[config.mk]
export PLATFORM = sky130hd
export DESIGN_NAME = amns_mm_sequencer
export DESIGN_NICKNAME = d
export VERILOG_FILES = /design/src/rtl/amns_mm_sequencer.sv
export SDC_FILE = /design/constraint.sdc
export NUM_CORES = 1
export LEC_CHECK = 0
export ABC_CLOCK_PERIOD_IN_PS = 3200
export CAP_MARGIN = 20
export CORE_MARGIN = 2
export CORE_UTILIZATION = 25
export DETAILED_ROUTE_END_ITERATION = 10
export PLACE_DENSITY_LB_ADDON = 0.08
export SLEW_MARGIN = 20
export SYNTH_ARGS = -nofsm -noshare
export SYNTH_HDL_FRONTEND = slang
export SYNTH_SLANG_ARGS = --single-unit
[constraint.sdc]
create_clock -name clock_i -period 3.2 [get_ports clock_i]
set_input_delay 0.64 -clock clock_i [delete_from_list [all_inputs] [get_ports clock_i]]
set_output_delay 0.64 -clock clock_i [all_outputs]
set_load 0.05 [all_outputs]
[src/rtl/amns_mm_sequencer.sv]
// rtl/amns_mm_sequencer.sv - load/multiply/store operation sequencer for the AMNS modular multiplier
//
// Ports:
//   clock_i, reset_i          single rising-edge clock, asynchronous active-high reset
//   start_i                   host request, acted on only in IDLE
//   err_clear_i               leaves ERROR, acted on only in ERROR
//   load_done_i               memory controller load completion
//   mult_done_i               multiplier datapath completion
//   store_done_i              memory controller store completion
//   load_start_o              one-cycle load kick to the memory controller
//   mult_start_o              one-cycle kick to the multiplier datapath
//   store_start_o             one-cycle store kick to the memory controller
//   busy_o                    operation in progress (LOAD..STORE_WAIT, DONE)
//   done_o                    one-cycle completion pulse
//   error_o                   watchdog expired, held until err_clear_i
//   op_count_o                completed operations, wraps modulo 2^OP_CNT_WIDTH

module amns_mm_sequencer #(
    parameter int WORD_WIDTH   = 17,
    parameter int N            = 5,
    parameter int S            = 4,
    parameter int TIMEOUT      = 16 * N * S,
    parameter int OP_CNT_WIDTH = 16
) (
    input  logic                    clock_i,
    input  logic                    reset_i,
    input  logic                    start_i,
    input  logic                    err_clear_i,
    input  logic                    load_done_i,
    input  logic                    mult_done_i,
    input  logic                    store_done_i,
    output logic                    load_start_o,
    output logic                    mult_start_o,
    output logic                    store_start_o,
    output logic                    busy_o,
    output logic                    done_o,
    output logic                    error_o,
    output logic [OP_CNT_WIDTH-1:0] op_count_o
);

    // WORD_WIDTH only travels with the shared parameter set; reject nonsense values.
    if (WORD_WIDTH < 1 || N < 1 || S < 1 || TIMEOUT < 2) begin : g_bad_params
        $error("amns_mm_sequencer: invalid parameter set");
    end

    localparam int WD_W = $clog2(TIMEOUT);
    localparam logic [WD_W-1:0] WD_LAST = WD_W'(TIMEOUT - 1);

    typedef enum logic [3:0] {
        RESET      = 4'd0,
        IDLE       = 4'd1,
        LOAD       = 4'd2,
        LOAD_WAIT  = 4'd3,
        MULT       = 4'd4,
        MULT_WAIT  = 4'd5,
        STORE      = 4'd6,
        STORE_WAIT = 4'd7,
        DONE       = 4'd8,
        ERROR      = 4'd9
    } state_t;

    state_t          current_state;
    state_t          next_state;
    logic [WD_W-1:0] watchdog;
    logic            wd_expired;

    assign wd_expired = (watchdog == WD_LAST);

    // In each WAIT state the awaited done is checked before the watchdog,
    // so a done arriving on the final watchdog cycle still completes normally.
    always_comb begin
        next_state = current_state;
        case (current_state)
            RESET:      next_state = IDLE;
            IDLE:       next_state = start_i ? LOAD : IDLE;
            LOAD:       next_state = LOAD_WAIT;
            LOAD_WAIT: begin
                if (load_done_i)     next_state = MULT;
                else if (wd_expired) next_state = ERROR;
            end
            MULT:       next_state = MULT_WAIT;
            MULT_WAIT: begin
                if (mult_done_i)     next_state = STORE;
                else if (wd_expired) next_state = ERROR;
            end
            STORE:      next_state = STORE_WAIT;
            STORE_WAIT: begin
                if (store_done_i)    next_state = DONE;
                else if (wd_expired) next_state = ERROR;
            end
            DONE:       next_state = IDLE;
            ERROR:      next_state = err_clear_i ? IDLE : ERROR;
            default:    next_state = IDLE;
        endcase
    end

    // Outputs are registered from next_state so they line up exactly with
    // current_state, giving glitch-free Moore outputs.
    always_ff @(posedge clock_i or posedge reset_i) begin
        if (reset_i) begin
            current_state <= RESET;
            watchdog      <= '0;
            op_count_o    <= '0;
            load_start_o  <= 1'b0;
            mult_start_o  <= 1'b0;
            store_start_o <= 1'b0;
            busy_o        <= 1'b0;
            done_o        <= 1'b0;
            error_o       <= 1'b0;
        end else begin
            current_state <= next_state;

            // Any state change clears the watchdog, which covers entry into
            // each WAIT state; it only advances while a WAIT state persists.
            if (next_state != current_state) begin
                watchdog <= '0;
            end else if (current_state == LOAD_WAIT ||
                         current_state == MULT_WAIT ||
                         current_state == STORE_WAIT) begin
                watchdog <= watchdog + 1'b1;
            end

            if (current_state == DONE) begin
                op_count_o <= op_count_o + 1'b1;
            end

            load_start_o  <= (next_state == LOAD);
            mult_start_o  <= (next_state == MULT);
            store_start_o <= (next_state == STORE);
            done_o        <= (next_state == DONE);
            error_o       <= (next_state == ERROR);
            busy_o        <= (next_state == LOAD)  || (next_state == LOAD_WAIT)  ||
                             (next_state == MULT)  || (next_state == MULT_WAIT)  ||
                             (next_state == STORE) || (next_state == STORE_WAIT) ||
                             (next_state == DONE);
        end
    end

endmodule

==> run metrics, run 1 <==
Slew Limit Headroom=0.512; # resized after CTS=0; ys async rst share=1.00; placed cell area=approximately 2100 um2; count of cell types in the netlist=40; Fmax achieved=about 450 MHz; Hold Path Class=register to register; crit path buf inv count=1; Via density=approximately 4.6; Setup Fix Bufs, Post-CTS=0; wire length of the first global-routing pass=6690 um; hold_buf cts=0; Area Overhead vs Synth=26.1%; drt initial violations=~100; Commonest cells post-synth=35 x dfrtp_1, 19 x nand2_1, 19 x xnor2_1, 9 x nor2_1, 8 x nand3_1; Final Hold Fails=0; hold_sp=op_count_o[15]; TritonCTS clock tree=done; final period utilization=0.695; Syn. warnings=0; clk slew on worst S/H paths=~0.080 ns; Placer Congestion=about 0.8; largest net degree at the start of global routing=36; total gr overflow=0; LEAKAGE=0.909 nW; Inserted Diodes=0; ANT nets after route=0; Seq/Total Area, Yosys=0.501; # port buffers=28; Yosys top cell area share=0.501; Die Wd=just under 90 um; CTS HTree Levels=2; clk root buf=clkbuf_8; CTS Sinks=35; via count=1349; GRT Total Usage=0.114; Nets=207; synthesized flop and latch total=35; fill count=between 600 and 700; setup violators final=0; DRT Wirelength=around 3900 um; row count=30; cell taking the most area after synthesis=dfrtp_1; clock skew=0.00716 ns; Arrival @ worst endpoint=around 1.6 ns; max_cap viols=0; Die Height=~88 um; syn_area_per_cell=between 10 and 15 um2; worst vdd ir=0.000152 V; cell area after layout=about 2200 um2; vias in the first global route=~1400; synth top area cells=dfrtp_1 50%, xnor2_1 9.5%, nand2_1 4.1%, nand4_1 2.5%, nand3_1 2.3%; slowest CP cell=clkdlybuf4s50_1; Crit Path Max Fanout=6; WS Path Type=register to output pin; Post-Syn Nets=approximately 180; Crit path required time=2.56 ns; DR pass1 iterations=4; Largest stage delay, worst path=approximately 0.85 ns; Cell Area, Synth=between 1500 and 2000 um2; Post-synth EDFFs=0; Tmin final=roughly 2.2 ns; CP Cell Sequence=clkdlybuf4s50_1; Critical Path Start Type=register; most common cell in the netlist=dfrtp_1; status=complete, no violations; Top FF cell, synth=dfrtp_1; TNS Setup=0 ns; initial antenna violation count=0; Bufs on Longest Clock Path=2; die area=about 7700 um2; PD cells=around 630 nW/um2; share of layout cells above drive strength 1=0.0653; Worst-Margin Slew=around 0.72 ns; drt wl/cell=around 13 um; Crit. End Element=output pin; initial core utilization=0.257; worst r2r src=watchdog[0]; DRC Markers=0; Synth Instances=~170; RSZ-0062 raised after global routing=no; CP top delay family=buffers and inverters; crit path launch=op_count_o[2]; dpl hpwl=around 2900 um; core area=approximately 6800 um2; worst-skew pair later-pin latency=between 0.2 and 0.3 ns; Ports=29; total CTS buffers=5; Max Slew Vio Count=0
==> cell families after synthesis <==
logic type | synth area share
AOI/OAI and AO/OA | 0.0738
xor gates and xnor gates | 0.110
adders and majority gates | 0.0143
buffers and inverters | 0.0294
DFF | 0.501
muxes | 0.00573
and+or+nand+nor | 0.265
==> report_power, final <==
| group | internal [mW] | switching (mW) |
|---|---|---|
| clock | 0.151 | 0.164 |
| sequential | 0.496 | 0.100 |
| combinational | 0.174 | 0.309 |
| total | 0.821 | 0.573 |
==> cell type report <==
cell class,count,area [um2],area share
sequential,35,876,0.398
inverter,3,11.3,0.00511
multi-input combinational,124,820,0.372
tap,96,120,0.0545
clock inverter,3,20.0,0.00909
timing repair buffer,29,288,0.131
clock buffer,5,68.8,0.0312
==> worst register-to-register path, cell delays in order, from the launching register on <==
cell     delay (ns)
dfrtp_1        0.39
ha_1           0.19
nand2_1        0.14
or3_1          0.46
o22ai_1        0.54
nor2_1         0.12
==> state kept, by name, summed over array words and instances (netlist names) <==
register and count:
mult_start_o 1, load_start_o 1, op_count_o 16, busy_o 1
done_o 1, watchdog 9, store_start_o 1, error_o 1
current_state 4
==> worst paths after layout <==
kind | endpoint | slack, ns | cells after the start
worst max-delay path | op_count_o[2] | 0.98 | 1
worst min-delay path | op_count_o[15] | 0.48 | 1
worst max register to register | watchdog[4] | 1.22 | 5
worst min register to register | op_count_o[15] | 0.48 | 1
max in group asynchronous | error_o | 2.13 | 3
min in group asynchronous | op_count_o[11] | 0.75 | 3
==> metal layers <==
layer  share of wire  wire, um  track usage  vias to the layer above
met1            0.47      1830        0.145                      647
met2            0.47      1810        0.184                       40
met4           0.016        63       0.0476                        0
li1                -         -            -                      655
met5               0         0            0                        -
met3           0.042       164       0.0283                        7
==> through the flow <==
step | hold slack [ns] | util | power, mW | worst slack [ns] | cells
2_1_floorplan | 0.519 | - | 0.960 | 1.42 | 168
3_3_place_gp | 0.462 | 0.311 | 1.09 | 0.854 | 287
3_5_place_dp | 0.473 | 0.311 | 1.09 | 0.775 | 287
4_1_cts | 0.486 | 0.324 | 1.42 | 0.954 | 295
5_1_grt | 0.508 | 0.324 | 1.50 | 0.904 | 295
6_report | 0.478 | 0.324 | 1.39 | 0.976 | 295
==> cell usage in the layout (no fill, tap or decap), types with 3 or more instances in the layout <==
cell type / count
xor2_1: 3
clkdlybuf4s50_1: 28
clkbuf_8: 5
dfrtp_1: 35
nor3_1: 4
xnor2_1: 19
nand2_1: 19
nor4b_1: 4
nand4_1: 7
nand3_1: 8
nor2_1: 9
nor4_1: 3
nor2b_1: 6
a21oi_1: 4
inv_1: 3
and2_1: 4
a31oi_1: 3
and3_1: 5
Note: power is estimated with default switching activity, not from simulation.
==> run 2, diff against run 1 <==
--- a/config.mk
+++ b/config.mk
@@ -5,7 +5,7 @@
 export SDC_FILE = /design/constraint.sdc
 export NUM_CORES = 1
 export LEC_CHECK = 0
-export ABC_CLOCK_PERIOD_IN_PS = 3200
+export ABC_CLOCK_PERIOD_IN_PS = 2000
 export CAP_MARGIN = 20
 export CORE_MARGIN = 2
 export CORE_UTILIZATION = 25
==> constraint.sdc (replaced) <==
create_clock -name clock_i -period 2 [get_ports clock_i]
set_input_delay 0.4 -clock clock_i [delete_from_list [all_inputs] [get_ports clock_i]]
set_output_delay 0.4 -clock clock_i [all_outputs]
set_load 0.05 [all_outputs]
==> run metrics, run 2 (synthesis gave the netlist of run 1 again) <==
hold_ws=0.475 ns (-0.00348 ns); vias in the first global route=1392 (+1.1%); slowest CP cell=clkdlybuf4s50_1; Hold Path Class=register to register; CP top delay family=buffers and inverters; Die Height=87.6 um (unchanged); Setup WS post-layout=0.0777 ns (-0.899 ns); biggest regs=op_count_o (16), watchdog (9), current_state (4); Final Power=2.46 mW (+76%); GRT Total Usage=0.117 (+0.00368); RSZ-0062 raised after global routing=no; wire length of the first global-routing pass=6910 um (+3.2%); crit path to=op_count_o[13]; ANT nets after route=0 (unchanged); die area=7670 um2 (unchanged); Inserted Diodes=0 (unchanged); Psw=0.944 mW (+65%); Slew Limit Headroom=0.624 (+0.113); CP Cell Sequence=clkdlybuf4s50_1; crit path launch=op_count_o[13]; CTS Sinks=35 (unchanged); clk root buf=clkbuf_8; clock power share=0.248 (+0.022); Combinational Power Share=0.404 (+0.058); # port buffers=28 (unchanged); via count=1387 (+2.8%); Nets=216 (+4.3%); core area=6790 um2 (unchanged); LEAKAGE=1.01 nW (+11%); WS Path Type=register to output pin; drt wl/cell=13.8 um (+5.1%); dpl hpwl=3070 um (+7.4%); dpl ws=-0.0899 ns (-0.865 ns); clk slew on worst S/H paths=0.07 ns (about the same); worst reg2reg setup slack=0.22 ns (-1.00 ns); DRT Wirelength=4180 um (+8.0%); cell-internal power=1.52 mW (+85%); power share of the sequential group=0.348 (-0.080); commonest non-fill, non-tap cell in the layout=dfrtp_1; Arrival @ worst endpoint=1.52 ns (-0.06 ns); setup violators final=0 (unchanged); Worst-Margin Slew=0.557 ns (-0.166 ns); TNS Setup=0 ns (unchanged); TritonCTS clock tree=done; status=complete, no violations; Fmax achieved=roughly 520 MHz; PD cells=1080 nW/um2 (+70%); total CTS buffers=5 (unchanged); hold_buf cts=0 (unchanged); initial antenna violation count=0 (unchanged); Core Util, Final=0.336 (+0.0118); clock skew=0.00437 ns (-0.00279 ns); Critical Path Start Type=register; worst-skew pair later-pin latency=0.28 ns (about the same); switching share of total power=0.384 (-0.0274); most frequent cells in the layout=35 x dfrtp_1, 21 x clkdlybuf4s50_1, 19 x nand2_1, 19 x xnor2_1, 15 x buf_4; final period utilization=0.961; Crit Path Max Fanout=4 (-2); Area Overhead vs Synth=30.7%; max_cap viols=0 (unchanged); R2R depth=5 (unchanged); Setup Fix Bufs, Post-CTS=0 (unchanged); Bufs on Longest Clock Path=2 (unchanged); crit path buf inv count=1 (unchanged); Final Hold Fails=0 (unchanged); Largest stage delay, worst path=0.83 ns (-0.02 ns); # resized after CTS=1 (+1); worst r2r src=watchdog[0]; Via density=4.58 (+0.10%); Ports=29 (unchanged); share of layout cells above drive strength 1=0.126 (+0.0603); largest net degree at the start of global routing=36 (unchanged); drt initial violations=81 (-18%); Max Slew Vio Count=0 (unchanged); DR pass1 iterations=4 (unchanged); CTS HTree Levels=2 (unchanged); Die Wd=87.6 um (unchanged); reg-to-reg endpoint=error_o; Crit. End Element=output pin; max reg flops=16 (unchanged); row count=30 (unchanged); Biggest register=op_count_o; initial core utilization=0.257 (unchanged); Tmin final=1.92 ns; Placer Congestion=0.840 (+6.8%); DRC Markers=0 (unchanged); Crit path required time=1.60 ns (-0.96 ns); instance count on the critical path=1 (unchanged); total gr overflow=0 (unchanged); worst vdd ir=0.000332 V (+120%)
==> run 2: cell types whose count changed in the layout (fill, tap and decap cells not counted) <==
cell             change
buf_4               +14
bufinv_16            +1
clkbuf_1             +1
clkdlybuf4s50_1      -7
clkinv_2             -1
clkinvlp_4           -2
dlymetal6s2s_1       +2
o22ai_1              -1
o22ai_2              +1
==> run 2: through the flow <==
stage	std cells	instance area (um2)
2_1_floorplan	168	1750
3_3_place_gp	296	2170
3_5_place_dp	296	2170
4_1_cts	303	2280
5_1_grt	303	2280
6_report	303	2280
==> run 2: worst min-delay path by stage <==
stage              startpoint  cells after the start              to
5_1_grt        op_count_o[15]                      1  op_count_o[15]
3_3_place_gp   op_count_o[15]                      1  op_count_o[15]
4_1_cts        op_count_o[15]                      1  op_count_o[15]
3_5_place_dp   op_count_o[15]                      1  op_count_o[15]
6_report       op_count_o[15]                      1  op_count_o[15]
2_1_floorplan     watchdog[8]                      2     watchdog[8]
==> run 2: power groups by stage <==
stage,registers [mW],logic (mW),clock network [mW]
2_1_floorplan,1.02,0.521,0
3_3_place_gp,0.865,0.968,0
3_5_place_dp,0.868,0.984,0
4_1_cts,0.856,1.00,0.642
5_1_grt,0.866,1.09,0.680
6_report,0.855,0.994,0.610
==> run 2: metal layers <==
| layer | up-vias | track usage | wire length [um] |
|---|---|---|---|
| met5 | - | 0 | 0 |
| met4 | 0 | 0.0420 | 48 |
| met3 | 4 | 0.0320 | 169 |
| met2 | 36 | 0.189 | 2010 |
| met1 | 676 | 0.151 | 1950 |
| li1 | 671 | - | - |
==> run 2: layout make-up <==
cell class	count	area (um2)
clock inverter	1	30.0
sequential	35	876
timing repair buffer	38	348
multi-input combinational	124	826
clock buffer	6	72.6
inverter	3	11.3
fill	717	4510
tap	96	120
==> run 3, diff against run 2 <==
--- a/config.mk
+++ b/config.mk
@@ -10,7 +10,9 @@
 export CORE_MARGIN = 2
 export CORE_UTILIZATION = 25
 export DETAILED_ROUTE_END_ITERATION = 10
+export DONT_BUFFER_PORTS = 1
 export PLACE_DENSITY_LB_ADDON = 0.08
+export SETUP_SLACK_MARGIN = 0.02
 export SLEW_MARGIN = 20
 export SYNTH_ARGS = -nofsm -noshare
 export SYNTH_HDL_FRONTEND = slang
==> run metrics, run 3 (synthesis gave the netlist of run 1 again) <==
status=complete, no violations; Crit. End Element=register; worst reg2reg setup slack=0.28 ns (+0.06 ns); CTS HTree Levels=2 (unchanged); Worst-Margin Slew=0.545 ns (-0.0119 ns); biggest regs=op_count_o (16), watchdog (9), current_state (4); LEAKAGE=0.919 nW (-9.3%); worst-skew pair later-pin latency=0.28 ns (about the same); Inserted Diodes=0 (unchanged); Hold Path Class=input pin to async pin; Arrival @ worst endpoint=1.87 ns (+0.35 ns); Die Height=87.6 um (unchanged); WS Path Type=register to register; share of layout cells above drive strength 1=0.177 (+0.0515); PD cells=1110 nW/um2 (+3.2%); row count=30 (unchanged); RSZ-0062 raised after global routing=no; core area=6790 um2 (unchanged); DRC Markers=0 (unchanged); Core Util, Final=0.306 (-0.0298); Setup Fix Bufs, Post-CTS=0 (unchanged); Nets=200 (-7.4%); Bufs on Longest Clock Path=2 (unchanged); most frequent cells in the layout=35 x dfrtp_1, 22 x buf_4, 19 x nand2_1, 19 x xnor2_1, 9 x nor2_1; Crit Path Max Fanout=5 (+1); final period utilization=0.860 (-0.101); drt wl/cell=14.2 um (+2.9%); Crit path required time=2.15 ns (+0.55 ns); DRT Wirelength=4090 um (-2.2%); dpl ws=0.262 ns (+0.352 ns); clk slew on worst S/H paths=0.08 ns (about the same); Fmax achieved=581 MHz (+12%); Critical Path Start Type=register; Ports=29 (unchanged); # port buffers=0 (-100%); Via density=4.62 (+0.88%); Placer Congestion=0.787 (-6.3%); post-placement cell count=280 (-5.4%); vias in the first global route=1354 (-2.7%); max reg flops=16 (unchanged); initial antenna violation count=0 (unchanged); GRT Total Usage=0.115 (-0.00252); DR pass1 iterations=4 (unchanged); ANT nets after route=0 (unchanged); Tmin final=1.72 ns (-0.202 ns); crit path launch=current_state[0]; clock skew=0.00424 ns (-0.000128 ns); fill count=703 (-2.0%); Biggest register=op_count_o; total gr overflow=0 (unchanged); # resized after CTS=0 (-1); TNS Setup=0 ns (unchanged); Final Hold Fails=0 (unchanged); reg-to-reg endpoint=op_count_o[14]; Die Wd=87.6 um (unchanged); Max Slew Vio Count=0 (unchanged); Largest stage delay, worst path=0.60 ns (-0.23 ns); worst r2r src=current_state[0]; largest net degree at the start of global routing=36 (unchanged); R2R depth=4 (-1); non-filler instance count after layout=288 (-5.0%); Slew Limit Headroom=0.632 (+0.00803); via count=1330 (-4.1%); clk root buf=clkbuf_8; max_cap viols=0 (unchanged); drt initial violations=100 (+23%); hold_ws=0.0978 ns (-0.377 ns); dpl hpwl=3020 um (-1.5%); initial core utilization=0.257 (unchanged); CTS Sinks=35 (unchanged); TritonCTS clock tree=done; hold_buf cts=0 (unchanged); Area Overhead vs Synth=19.1%; Setup WS post-layout=0.279 ns (+0.202 ns); wire length of the first global-routing pass=6680 um (-3.3%); crit path to=op_count_o[14]; total CTS buffers=5 (unchanged); slowest CP cell=or4b_4; die area=7670 um2 (unchanged); commonest non-fill, non-tap cell in the layout=dfrtp_1; setup violators final=0 (unchanged); CP Cell Sequence=or4b_4 -> nor3_4 -> nand4_1 -> xnor2_1; worst vdd ir=0.000258 V (-22%)
run 3: per-stage QoR:
stage / instance area [um2] / total power [mW]
floorplan: 1750 / 1.54
global placement: 1990 / 1.81
detailed placement: 1990 / 1.81
CTS: 2080 / 2.34
global route: 2080 / 2.45
finish: 2080 / 2.31
run 3: layout make-up:
| class | instances | area [um2] | area share |
|---|---|---|---|
| inverters | 3 | 11.3 | 0.00541 |
| clock buffers | 5 | 68.8 | 0.0331 |
| multi-input cells | 124 | 820 | 0.394 |
| repair buffers | 22 | 165 | 0.0794 |
| well taps | 96 | 120 | 0.0577 |
| clock inverters | 3 | 20.0 | 0.00962 |
| flip-flops and latches | 35 | 876 | 0.421 |
run 3: worst min path at each step:
stage	start	end	slack, ns	cells after the start
6_report	reset_i	watchdog[4]	0.1	2
5_1_grt	reset_i	current_state[2]	0.18	2
4_1_cts	reset_i	op_count_o[11]	0.12	2
3_5_place_dp	reset_i	watchdog[4]	0.44	2
3_3_place_gp	reset_i	watchdog[4]	0.44	2
2_1_floorplan	watchdog[8]	watchdog[8]	0.52	2
run 3: critical path, delay by kind of cell, from the launching register on:
| kind | cells | cell delay (ns) |
|---|---|---|
| and+or+nand+nor | 3 | 1.04 |
| DFF | 1 | 0.38 |
| xor gates and xnor gates | 1 | 0.16 |
run 3: routing by layer:
| metal | global-route usage | vias to the layer above | part of all wire |
|---|---|---|---|
| met2 | 0.187 | 40 | 0.48 |
| met4 | 0.0503 | 0 | 0.026 |
| met5 | 0 | - | 0 |
| met3 | 0.0405 | 9 | 0.057 |
| li1 | - | 641 | - |
| met1 | 0.137 | 640 | 0.43 |
run 3: where the power goes:
| group | switching [mW] | internal [mW] |
|---|---|---|
| registers | 0.172 | 0.794 |
| logic | 0.520 | 0.314 |
| clock network | 0.271 | 0.242 |
| total | 0.962 | 1.35 |
